File: src/rtl/shift_counter_cfg_if.sv
// ---------------------------------------------------------------------------
// shift_counter_cfg_if
//
// Purpose: groups the control and status signals of shift_counter_cfg so the
// counter and whoever drives it share one bundle.
//
// Signals (Q[1] and d[1] are the leftmost bits, and the MSB in binary mode):
//   en    - count enable
//   load  - parallel load strobe, wins over en
//   d     - parallel load value [1:N]
//   mode  - 00 ring, 01 Johnson, 10 LFSR, 11 binary
//   dir   - 0 shift toward Q[N] / count up, 1 shift toward Q[1] / count down
//   Q     - counter state [1:N]
//   tc    - registered terminal-count pulse
//   err   - combinational illegal-state flag
//
// Modports:
//   master - the controller: drives en/load/d/mode/dir, observes Q/tc/err
//   slave  - the counter: the reverse
// ---------------------------------------------------------------------------
interface shift_counter_cfg_if #(
    parameter int N = 4
);

    logic         en;
    logic         load;
    logic [1:N]   d;
    logic [1:0]   mode;
    logic         dir;
    logic [1:N]   Q;
    logic         tc;
    logic         err;

    modport master (
        output en, load, d, mode, dir,
        input  Q, tc, err
    );

    modport slave (
        input  en, load, d, mode, dir,
        output Q, tc, err
    );

endinterface

File: src/rtl/shift_counter_cfg.sv
// ---------------------------------------------------------------------------
// shift_counter_cfg
//
// Purpose: run-time configurable shift-register counter. It supports ring,
// Johnson (twisted ring), Fibonacci LFSR and binary up/down modes, with
// parallel load, a registered terminal-count pulse and illegal-state
// detection. An enabled edge from an illegal state reloads the seed of the
// current mode.
//
// Parameters:
//   N          - counter width (N >= 2)
//   TAPS       - LFSR tap mask, bit i selects Q[i+1]
//   INIT_MODE  - mode whose seed is loaded while reset_n is low
//
// Ports:
//   clk        - rising-edge clock
//   reset_n    - asynchronous active-low reset
//   bus        - slave side of shift_counter_cfg_if (en, load, d, mode, dir
//                in; Q, tc, err out)
// ---------------------------------------------------------------------------
module shift_counter_cfg #(
    parameter int             N         = 4,
    parameter logic [N-1:0]   TAPS      = 4'b1100,
    parameter logic [1:0]     INIT_MODE = 2'b00
) (
    input  logic               clk,
    input  logic               reset_n,
    shift_counter_cfg_if.slave bus
);

    typedef enum logic [1:0] {
        MODE_RING    = 2'b00,
        MODE_JOHNSON = 2'b01,
        MODE_LFSR    = 2'b10,
        MODE_BINARY  = 2'b11
    } mode_t;

    // Ring and LFSR start from a single one at Q[1]. Johnson and binary
    // start from all zeros.
    function automatic logic [1:N] seedOf(input mode_t m);
        logic [1:N] s;
        s = '0;
        if ((m == MODE_RING) || (m == MODE_LFSR)) begin
            s[1] = 1'b1;
        end
        return s;
    endfunction

    logic [1:N]   r_q;
    logic         r_tc;

    mode_t        w_mode;
    logic [1:N]   w_seed;
    logic [1:N-1] w_edges;
    logic         w_feedback;
    logic         w_legal;
    logic [1:N]   w_step;
    logic         w_wrap;
    logic [1:N]   w_nextQ;
    logic         w_nextTc;

    assign w_mode  = mode_t'(bus.mode);
    assign w_seed  = seedOf(w_mode);

    // Each set bit marks a boundary between neighbouring bits that differ.
    // A legal Johnson word has at most one such boundary.
    assign w_edges = r_q[1:N-1] ^ r_q[2:N];

    // Fibonacci feedback: parity of the tapped bits, TAPS[i] picks Q[i+1].
    always_comb begin
        w_feedback = 1'b0;
        for (int i = 0; i < N; i++) begin
            w_feedback = w_feedback ^ (TAPS[i] & r_q[i+1]);
        end
    end

    // Legality of the present word under the presently selected mode.
    // A mode change re-evaluates this at once, so err follows without a clock.
    always_comb begin
        w_legal = 1'b1;
        case (w_mode)
            MODE_RING:    w_legal = ($countones(r_q) == 1);
            MODE_JOHNSON: w_legal = ($countones(w_edges) <= 1);
            MODE_LFSR:    w_legal = |r_q;
            default:      w_legal = 1'b1;
        endcase
    end

    // The successor of a legal word. The LFSR always shifts toward Q[N],
    // whatever dir says.
    always_comb begin
        w_step = r_q;
        case (w_mode)
            MODE_RING: begin
                if (bus.dir) begin
                    w_step = {r_q[2:N], r_q[1]};
                end else begin
                    w_step = {r_q[N], r_q[1:N-1]};
                end
            end
            MODE_JOHNSON: begin
                if (bus.dir) begin
                    w_step = {r_q[2:N], ~r_q[1]};
                end else begin
                    w_step = {~r_q[N], r_q[1:N-1]};
                end
            end
            MODE_LFSR: begin
                w_step = {w_feedback, r_q[1:N-1]};
            end
            default: begin
                if (bus.dir) begin
                    w_step = r_q - 1'b1;
                end else begin
                    w_step = r_q + 1'b1;
                end
            end
        endcase
    end

    // A sequence wraps when it returns to its seed. Binary wraps when it
    // crosses between all ones and zero, in the direction of counting.
    always_comb begin
        w_wrap = 1'b0;
        if (w_mode == MODE_BINARY) begin
            if (bus.dir) begin
                w_wrap = (r_q == '0);
            end else begin
                w_wrap = (r_q == '1);
            end
        end else begin
            w_wrap = (w_step == w_seed);
        end
    end

    // Load beats enable, and enable beats hold. A load takes d as given,
    // even an illegal value. An enabled edge from an illegal word
    // reseeds the counter.
    always_comb begin
        w_nextQ  = r_q;
        w_nextTc = 1'b0;
        if (bus.load) begin
            w_nextQ = bus.d;
        end else if (bus.en) begin
            if (w_legal) begin
                w_nextQ  = w_step;
                w_nextTc = w_wrap;
            end else begin
                w_nextQ  = w_seed;
            end
        end
    end

    // Reset loads the seed of INIT_MODE without waiting for the clock and
    // clears any pending terminal count.
    always_ff @(posedge clk or negedge reset_n) begin
        if (!reset_n) begin
            r_q  <= seedOf(mode_t'(INIT_MODE));
            r_tc <= 1'b0;
        end else begin
            r_q  <= w_nextQ;
            r_tc <= w_nextTc;
        end
    end

    assign bus.Q   = r_q;
    assign bus.tc  = r_tc;
    assign bus.err = ~w_legal;

endmodule

File: src/flat_wrapper.sv
// flat-port wrapper written by rule: the top's interface ports become plain ports
module shift_counter_cfg_flat 
#(
    parameter int             N         = 4,
    parameter logic [N-1:0]   TAPS      = 4'b1100,
    parameter logic [1:0]     INIT_MODE = 2'b00
)
  (clk, reset_n, bus_en, bus_load, bus_d, bus_mode, bus_dir, bus_Q, bus_tc, bus_err);
  shift_counter_cfg_if #(.N(N)) bus_i ();
  input  logic clk;
  input  logic reset_n;
  input wire logic [$bits(bus_i.en)-1:0] bus_en;
  input wire logic [$bits(bus_i.load)-1:0] bus_load;
  input wire logic [$bits(bus_i.d)-1:0] bus_d;
  input wire logic [$bits(bus_i.mode)-1:0] bus_mode;
  input wire logic [$bits(bus_i.dir)-1:0] bus_dir;
  output wire logic [$bits(bus_i.Q)-1:0] bus_Q;
  output wire logic [$bits(bus_i.tc)-1:0] bus_tc;
  output wire logic [$bits(bus_i.err)-1:0] bus_err;
  assign bus_i.en = bus_en;
  assign bus_i.load = bus_load;
  assign bus_i.d = bus_d;
  assign bus_i.mode = bus_mode;
  assign bus_i.dir = bus_dir;
  assign bus_Q = bus_i.Q;
  assign bus_tc = bus_i.tc;
  assign bus_err = bus_i.err;
  shift_counter_cfg #(.N(N), .TAPS(TAPS), .INIT_MODE(INIT_MODE)) u_core (.clk(clk), .reset_n(reset_n), .bus(bus_i));
endmodule
File: config.mk
export PLATFORM = sky130hd
export DESIGN_NAME = shift_counter_cfg_flat
export DESIGN_NICKNAME = d
export VERILOG_FILES = /design/src/rtl/shift_counter_cfg_if.sv /design/src/rtl/shift_counter_cfg.sv /design/src/flat_wrapper.sv
export SDC_FILE = /design/constraint.sdc
export NUM_CORES = 1
export LEC_CHECK = 0
export CELL_PAD_IN_SITES_DETAIL_PLACEMENT = 1
export CELL_PAD_IN_SITES_GLOBAL_PLACEMENT = 1
export CORE_MARGIN = 8
export CORE_UTILIZATION = 40
export DETAILED_ROUTE_END_ITERATION = 6
export DONT_BUFFER_PORTS = 1
export PLACE_DENSITY = 0.79
export RECOVER_POWER = 100
export SLEW_MARGIN = 25
export SYNTH_ARGS = -nofsm -noshare
export SYNTH_HDL_FRONTEND = slang
export SYNTH_SLANG_ARGS = --single-unit
File: constraint.sdc
create_clock -name clk -period 7.9 [get_ports clk]
set_input_delay 1.185 -clock clk [delete_from_list [all_inputs] [get_ports clk]]
set_output_delay 1.185 -clock clk [all_outputs]
set_load 0.02 [all_outputs]
==> metrics.md, run 1 <==
| Metric | Value |
|---|---|
| Status | complete, no violations |
| Syn_area_per_cell | 8.11 µm² |
| Avg WL per Cell | 18.0 µm |
| Worst slew margin | 66.9% |
| Dpl hpwl | 1.75 mm |
| WHS | 627 ps |
| Total GRT Usage | 13.2% |
| Top FF cell, synth | dfrtp_1 |
| Place WS | 4060 ps |
| Post-route DRC | 0 |
| Final-report hold violation count | 0 |
| GRT Residual Overflow | 0 |
| Setup crit start kind | flop |
| CTS buffer count | 3 |
| Sequential share of the synthesized area | 16.4% |
| Slew Viols, Final | 0 |
| Layout Area Growth over Synthesis | 2.44% |
| Cell area after synthesis | 771 µm² |
| Via density | 5.80 |
| Hold/Removal Path Class | primary input to async pin |
| # setup viols final | 0 |
| Post CTS Setup Buffer Count | 0 |
| Arr. time, crit path | 3150 ps |
| F_max | 0.231 GHz |
| DRT iter0 DRCs | 19 |
| Slew @ Worst Pin | 496 ps |
| Die area | 3590 µm² |
| Post-layout minimum cycle time | 4330 ps |
| Core Util, Final | 42.0% |
| Setup CP Type | flop to primary output |
| RSZ-0062 raised after global routing | false |
| Setup slack, reg-to-reg | 4710 ps |
| Share of cells above drive strength 1 | 8.51% |
| IO buf count | 0 |
| Worst r2r src | u_core.bus.Q[4]$_DFFE_PN0P_ |
| Synth warn | 0 |
| Vias | 702 |
| Clock buffer depth | 2 |
| Core Rows | 16 |
| MaxCap Viol Count | 0 |
| Largest cells by area after synthesis | ha_1 15%, dfrtp_1 13%, fa_1 5.2% |
| WL final | 2.18 mm |
| Initial antenna violation count | 0 |
| Critical Path Source | u_core.bus.Q[4]$_DFFE_PN0P_ |
| Chip Height | 59.9 µm |
| H-tree levels | 1 |
| Setup slack after layout | 3570 ps |
| CTS clk-pin slew, worst paths | 50 ps |
| TNS Setup | 0 ps |
| PD cells | 161 nW/µm² |
| Ys async rst share | 100% |
| Fillcell total | 258 |
| Static Leak | 0.361 nW |
| I/O pin count | 17 |
| Gpl congestion | 0.887 |
| Part of the cycle the worst path needs | 54.8% |
| # diodes | 0 |
| Count of state elements after synthesis | 5 |
| Worst Setup End Kind | primary output |
| FF-to-FF path depth | 9 |
| RR Endpoint | u_core.bus.Q[1]$_DFFE_PN1P_ |
| Vias in the first global route | 777 |
| Initial core utilization | 41.0% |
| Pin count of the biggest net entering global routing | 18 |
| Detailed Routing Iterations Pass 1 | 4 |
| CTS tree | done |
| Synth area leader | ha_1 |
| Fin nets | 117 |
| Required @ worst endpoint | 6710 ps |
| Max Clock Skew | 1.42 ps |
| Most numerous cell in the Yosys netlist | ha_1 |
| CP endpoint | bus_err |
| Sink Count | 5 |
| Top cells by count, synth | 9 x ha_1, 8 x nand2_1, 7 x nor2_1 |
| Yosys top cell area share | 14.6% |
| Crit path max fanout | 9 |
| Number of synthesized flops with an enable pin | 0 |
| Yosys cell types | 43 |
| Global-route wire length before repair | 3.63 mm |
| Synthesized net count | 117 |
| Post-route ant nets | 0 |
| Die X | 59.9 µm |
| VDD IR-drop max | 0.000151 V |
| Clock latency on the worst-skew pair | 250 ps |
| Cts hold-fix bufs | 0 |
| Root Driver | clkbuf_4 |
| Synthesized instance count | 95 |
| Core Footprint | 1880 µm² |
| Resize count post-CTS | 0 |
## area by class of cell
cell class / count / area (µm²) / area share (%)
Clock buffer: 3 / 22.5 / 2.85
Clock inverter: 1 / 5.00 / 0.634
Inverter: 7 / 26.3 / 3.33
Multi-Input combinational cell: 78 / 576 / 72.9
Sequential cell: 5 / 126 / 16.0
Tap cell: 27 / 33.8 / 4.28
## layout by cell type (no fill, tap or decap), drive strengths merged, types with 2 or more instances in the layout
master / instances
a21oi: 6
a31oi: 3
clkbuf: 3
dfrtp: 4
fa: 2
ha: 9
inv: 7
nand2: 8
nand2b: 4
nand3: 4
nor2: 7
nor2b: 2
o21ai: 7
o221ai: 2
xnor2: 2
xor2: 3
## critical path, stage by stage (launching register included)
cell and delay, ps:
dfrtp_1 620, inv_1 200, ha_1 390, ha_1 240, fa_1 440, nor4b_1 310
nor2_1 80, o21bai_1 390, inv_1 220
## per-layer routing
| metal | routed length (µm) | track usage (%) | up-vias |
|---|---|---|---|
| li1 | - | - | 337 |
| met1 | 924 | 15.2 | 342 |
| met2 | 1100 | 22.3 | 21 |
| met3 | 141 | 4.30 | 2 |
| met4 | 16 | 4.42 | 0 |
| met5 | 0 | 0 | - |
## worst min-delay path by stage
| stage | endpoint | startpoint | depth (start not counted) | slack, ps |
|---|---|---|---|---|
| CTS | u_core.bus.Q[2]$_DFFE_PN0P_ | reset_n | 0 | 620 |
| detailed placement | u_core.bus.Q[1]$_DFFE_PN1P_ | u_core.bus.Q[1]$_DFFE_PN1P_ | 3 | 850 |
| global placement | u_core.bus.Q[1]$_DFFE_PN1P_ | u_core.bus.Q[1]$_DFFE_PN1P_ | 3 | 850 |
| global route | u_core.bus.Q[2]$_DFFE_PN0P_ | reset_n | 0 | 610 |
| floorplan | u_core.bus.Q[1]$_DFFE_PN1P_ | u_core.bus.Q[1]$_DFFE_PN1P_ | 3 | 800 |
| finish | u_core.bus.Q[4]$_DFFE_PN0P_ | reset_n | 0 | 630 |
## through the flow
step / cells / area (µm²) / power [W]
global route: 121 / 790 / 0.000138
finish: 121 / 790 / 0.000127
CTS: 121 / 801 / 0.000131
detailed placement: 117 / 773 / 0.0000996
global placement: 117 / 773 / 0.0000959
floorplan: 95 / 771 / 0.0000882
## where the power goes
group	switching [W]	internal [W]
clock network	0.0000124	0.0000184
logic	0.0000320	0.0000259
registers	0.0000102	0.0000285
total	0.0000546	0.0000727
## cells by family after synthesis
logic type      count (synthesis)  synth area share (%)
buf+inv                        12                  7.47
fa+ha+maj                      11                  19.8
xor+xnor                        5                  5.68
mux                             2                  2.76
simple gates                   33                  22.7
compound gates                 27                  25.2
flops                           5                  16.4
## registers in the layout (all words and copies together), names as in the netlist
register,flops
u_core.bus.tc,1
u_core.bus.Q,4
No activity file was read; power rests on OpenSTA's default activity.
==> inputs of run 2 (changes only) <==
==> constraint.sdc (replaced) <==
create_clock -name clk -period 4.3 [get_ports clk]
set_input_delay 0.645 -clock clk [delete_from_list [all_inputs] [get_ports clk]]
set_output_delay 0.645 -clock clk [all_outputs]
set_load 0.02 [all_outputs]
==> metrics.md, run 2 (same netlist as run 1, synthesis figures left out) <==
| Metric | Value |
|---|---|
| Worst slew margin | 67.4% (+0.45 points) |
| CTS tree | done |
| Slew @ Worst Pin | 489 ps (-7.83 ps) |
| Required @ worst endpoint | 3650 ps (-3060 ps) |
| Layout Area Growth over Synthesis | 2.44% (unchanged) |
| Gpl congestion | 0.887 (unchanged) |
| Post-route DRC | 0 (unchanged) |
| IO buf count | 0 (unchanged) |
| Clock buffer depth | 2 (unchanged) |
| Sink Count | 5 (unchanged) |
| Die X | 59.9 µm (unchanged) |
| GRT Residual Overflow | 0 (unchanged) |
| Worst Setup End Kind | primary output |
| Chip Height | 59.9 µm (unchanged) |
| Vias | 686 (-2.3%) |
| M3 GR Usage | 3.66% (-0.65 points) |
| Static Leak | 0.360 nW (-0.39%) |
| PD cells | 293 nW/µm² (+81%) |
| CTS buffer count | 3 (unchanged) |
| H-tree levels | 1 (unchanged) |
| Max Clock Skew | 1.58 ps (+0.161 ps) |
| Arr. time, crit path | 3080 ps (-70 ps) |
| Post CTS Setup Buffer Count | 0 (unchanged) |
| M1 GR Usage | 15.6% (+0.37 points) |
| Status | complete, no violations |
| Final-report hold violation count | 0 (unchanged) |
| Hold/Removal Path Class | primary input to async pin |
| Via density | 5.67 (-2.3%) |
| Root Driver | clkbuf_4 |
| Core Util, Final | 42.0% (unchanged) |
| Setup CP Type | flop to primary output |
| Vias in the first global route | 776 (-0.13%) |
| Total GRT Usage | 12.9% (-0.35 points) |
| Fillcell total | 254 (-1.6%) |
| WHS | 92.9 ps (-534 ps) |
| WL final | 2.11 mm (-3.1%) |
| Core Footprint | 1880 µm² (unchanged) |
| Post-route ant nets | 0 (unchanged) |
| Crit path max fanout | 9 (unchanged) |
| Avg WL per Cell | 17.4 µm (-3.1%) |
| Detailed Routing Iterations Pass 1 | 4 (unchanged) |
| M2 GR Usage | 21.5% (-0.77 points) |
| Part of the cycle the worst path needs | 86.5% |
| Fin nets | 117 (unchanged) |
| Post-layout minimum cycle time | 3720 ps |
| Initial core utilization | 41.0% (unchanged) |
| Gr busiest metal | met2 |
| Clock latency on the worst-skew pair | 240 ps (about the same) |
| Dpl hpwl | 1.73 mm (-1.3%) |
| F_max | 0.269 GHz |
| Resize count post-CTS | 0 (unchanged) |
| VDD IR-drop max | 0.000228 V (+51%) |
| Max reg flops | 4 (unchanged) |
| I/O pin count | 17 (unchanged) |
| Most frequent cells in the layout | 9 x ha_1, 8 x nand2_1, 7 x nor2_1, 6 x o21ai_0, 5 x a21oi_1 |
| CTS clk-pin slew, worst paths | 50 ps (about the same) |
| Setup crit start kind | flop |
| Most common cell after layout, fill and taps aside | ha_1 |
| MaxCap Viol Count | 0 (unchanged) |
| TNS Setup | 0 ps (unchanged) |
| DRT iter0 DRCs | 9 (-10) |
| Initial antenna violation count | 0 (unchanged) |
| Global-route wire length before repair | 3.57 mm (-1.7%) |
| RSZ-0062 raised after global routing | false |
| Pin count of the biggest net entering global routing | 18 (unchanged) |
| # diodes | 0 (unchanged) |
| # setup viols final | 0 (unchanged) |
| Cts hold-fix bufs | 0 (unchanged) |
| Setup slack, reg-to-reg | 1100 ps (-3610 ps) |
| Share of cells above drive strength 1 | 9.57% (+1.1 points) |
| Die area | 3590 µm² (unchanged) |
| Core Rows | 16 (unchanged) |
| Slew Viols, Final | 0 (unchanged) |
[run 2: final cells by class]
cell class / instances / area (µm²) / area share [%]
inverter: 7 / 26.3 / 3.33
tap: 27 / 33.8 / 4.28
clock buffer: 3 / 22.5 / 2.85
multi-input combinational: 78 / 576 / 72.9
clock inverter: 1 / 5.00 / 0.634
sequential: 5 / 126 / 16.0
[run 2: worst paths after layout]
check                      cells past startpoint                   startpoint                          end
hold / removal                                 0                      reset_n  u_core.bus.Q[2]$_DFFE_PN0P_
setup / recovery                               8  u_core.bus.Q[4]$_DFFE_PN0P_                      bus_err
setup reg to reg                               9  u_core.bus.Q[4]$_DFFE_PN0P_  u_core.bus.Q[1]$_DFFE_PN1P_
hold reg to reg                                3  u_core.bus.Q[1]$_DFFE_PN1P_  u_core.bus.Q[1]$_DFFE_PN1P_
max in group asynchronous                      0                      reset_n  u_core.bus.Q[1]$_DFFE_PN1P_
min in group clk                               1                     bus_load  u_core.bus.Q[3]$_DFFE_PN0P_
[run 2: per-layer routing]
metal	vias to the layer above	wire, µm	part of all wire, %
met5	-	0	0
met4	0	14	0.66
met3	2	126	6.0
met2	18	1040	49
met1	331	926	44
li1	335	-	-
[run 2: worst max-delay path, stage by stage, from the launching register on]
cell,delay (ps)
dfrtp_1,600
inv_1,190
ha_1,390
ha_1,240
fa_1,440
nor4b_1,320
nor2_1,80
o21bai_1,430
inv_2,140
[run 2: through the flow]
step | worst slack [ps] | total power, W | instances | instance area [µm²]
2_1_floorplan | 1310 | 0.000162 | 95 | 771
3_3_place_gp | 1130 | 0.000176 | 117 | 773
3_5_place_dp | 995 | 0.000183 | 117 | 773
4_1_cts | 729 | 0.000240 | 121 | 801
5_1_grt | 312 | 0.000254 | 121 | 790
6_report | 579 | 0.000231 | 121 | 790
[run 2: report_power, final]
| group | switching [W] | internal (W) | total, W |
|---|---|---|---|
| clock network | 0.0000211 | 0.0000337 | 0.0000548 |
| logic | 0.0000583 | 0.0000476 | 0.000106 |
| registers | 0.0000180 | 0.0000523 | 0.0000703 |
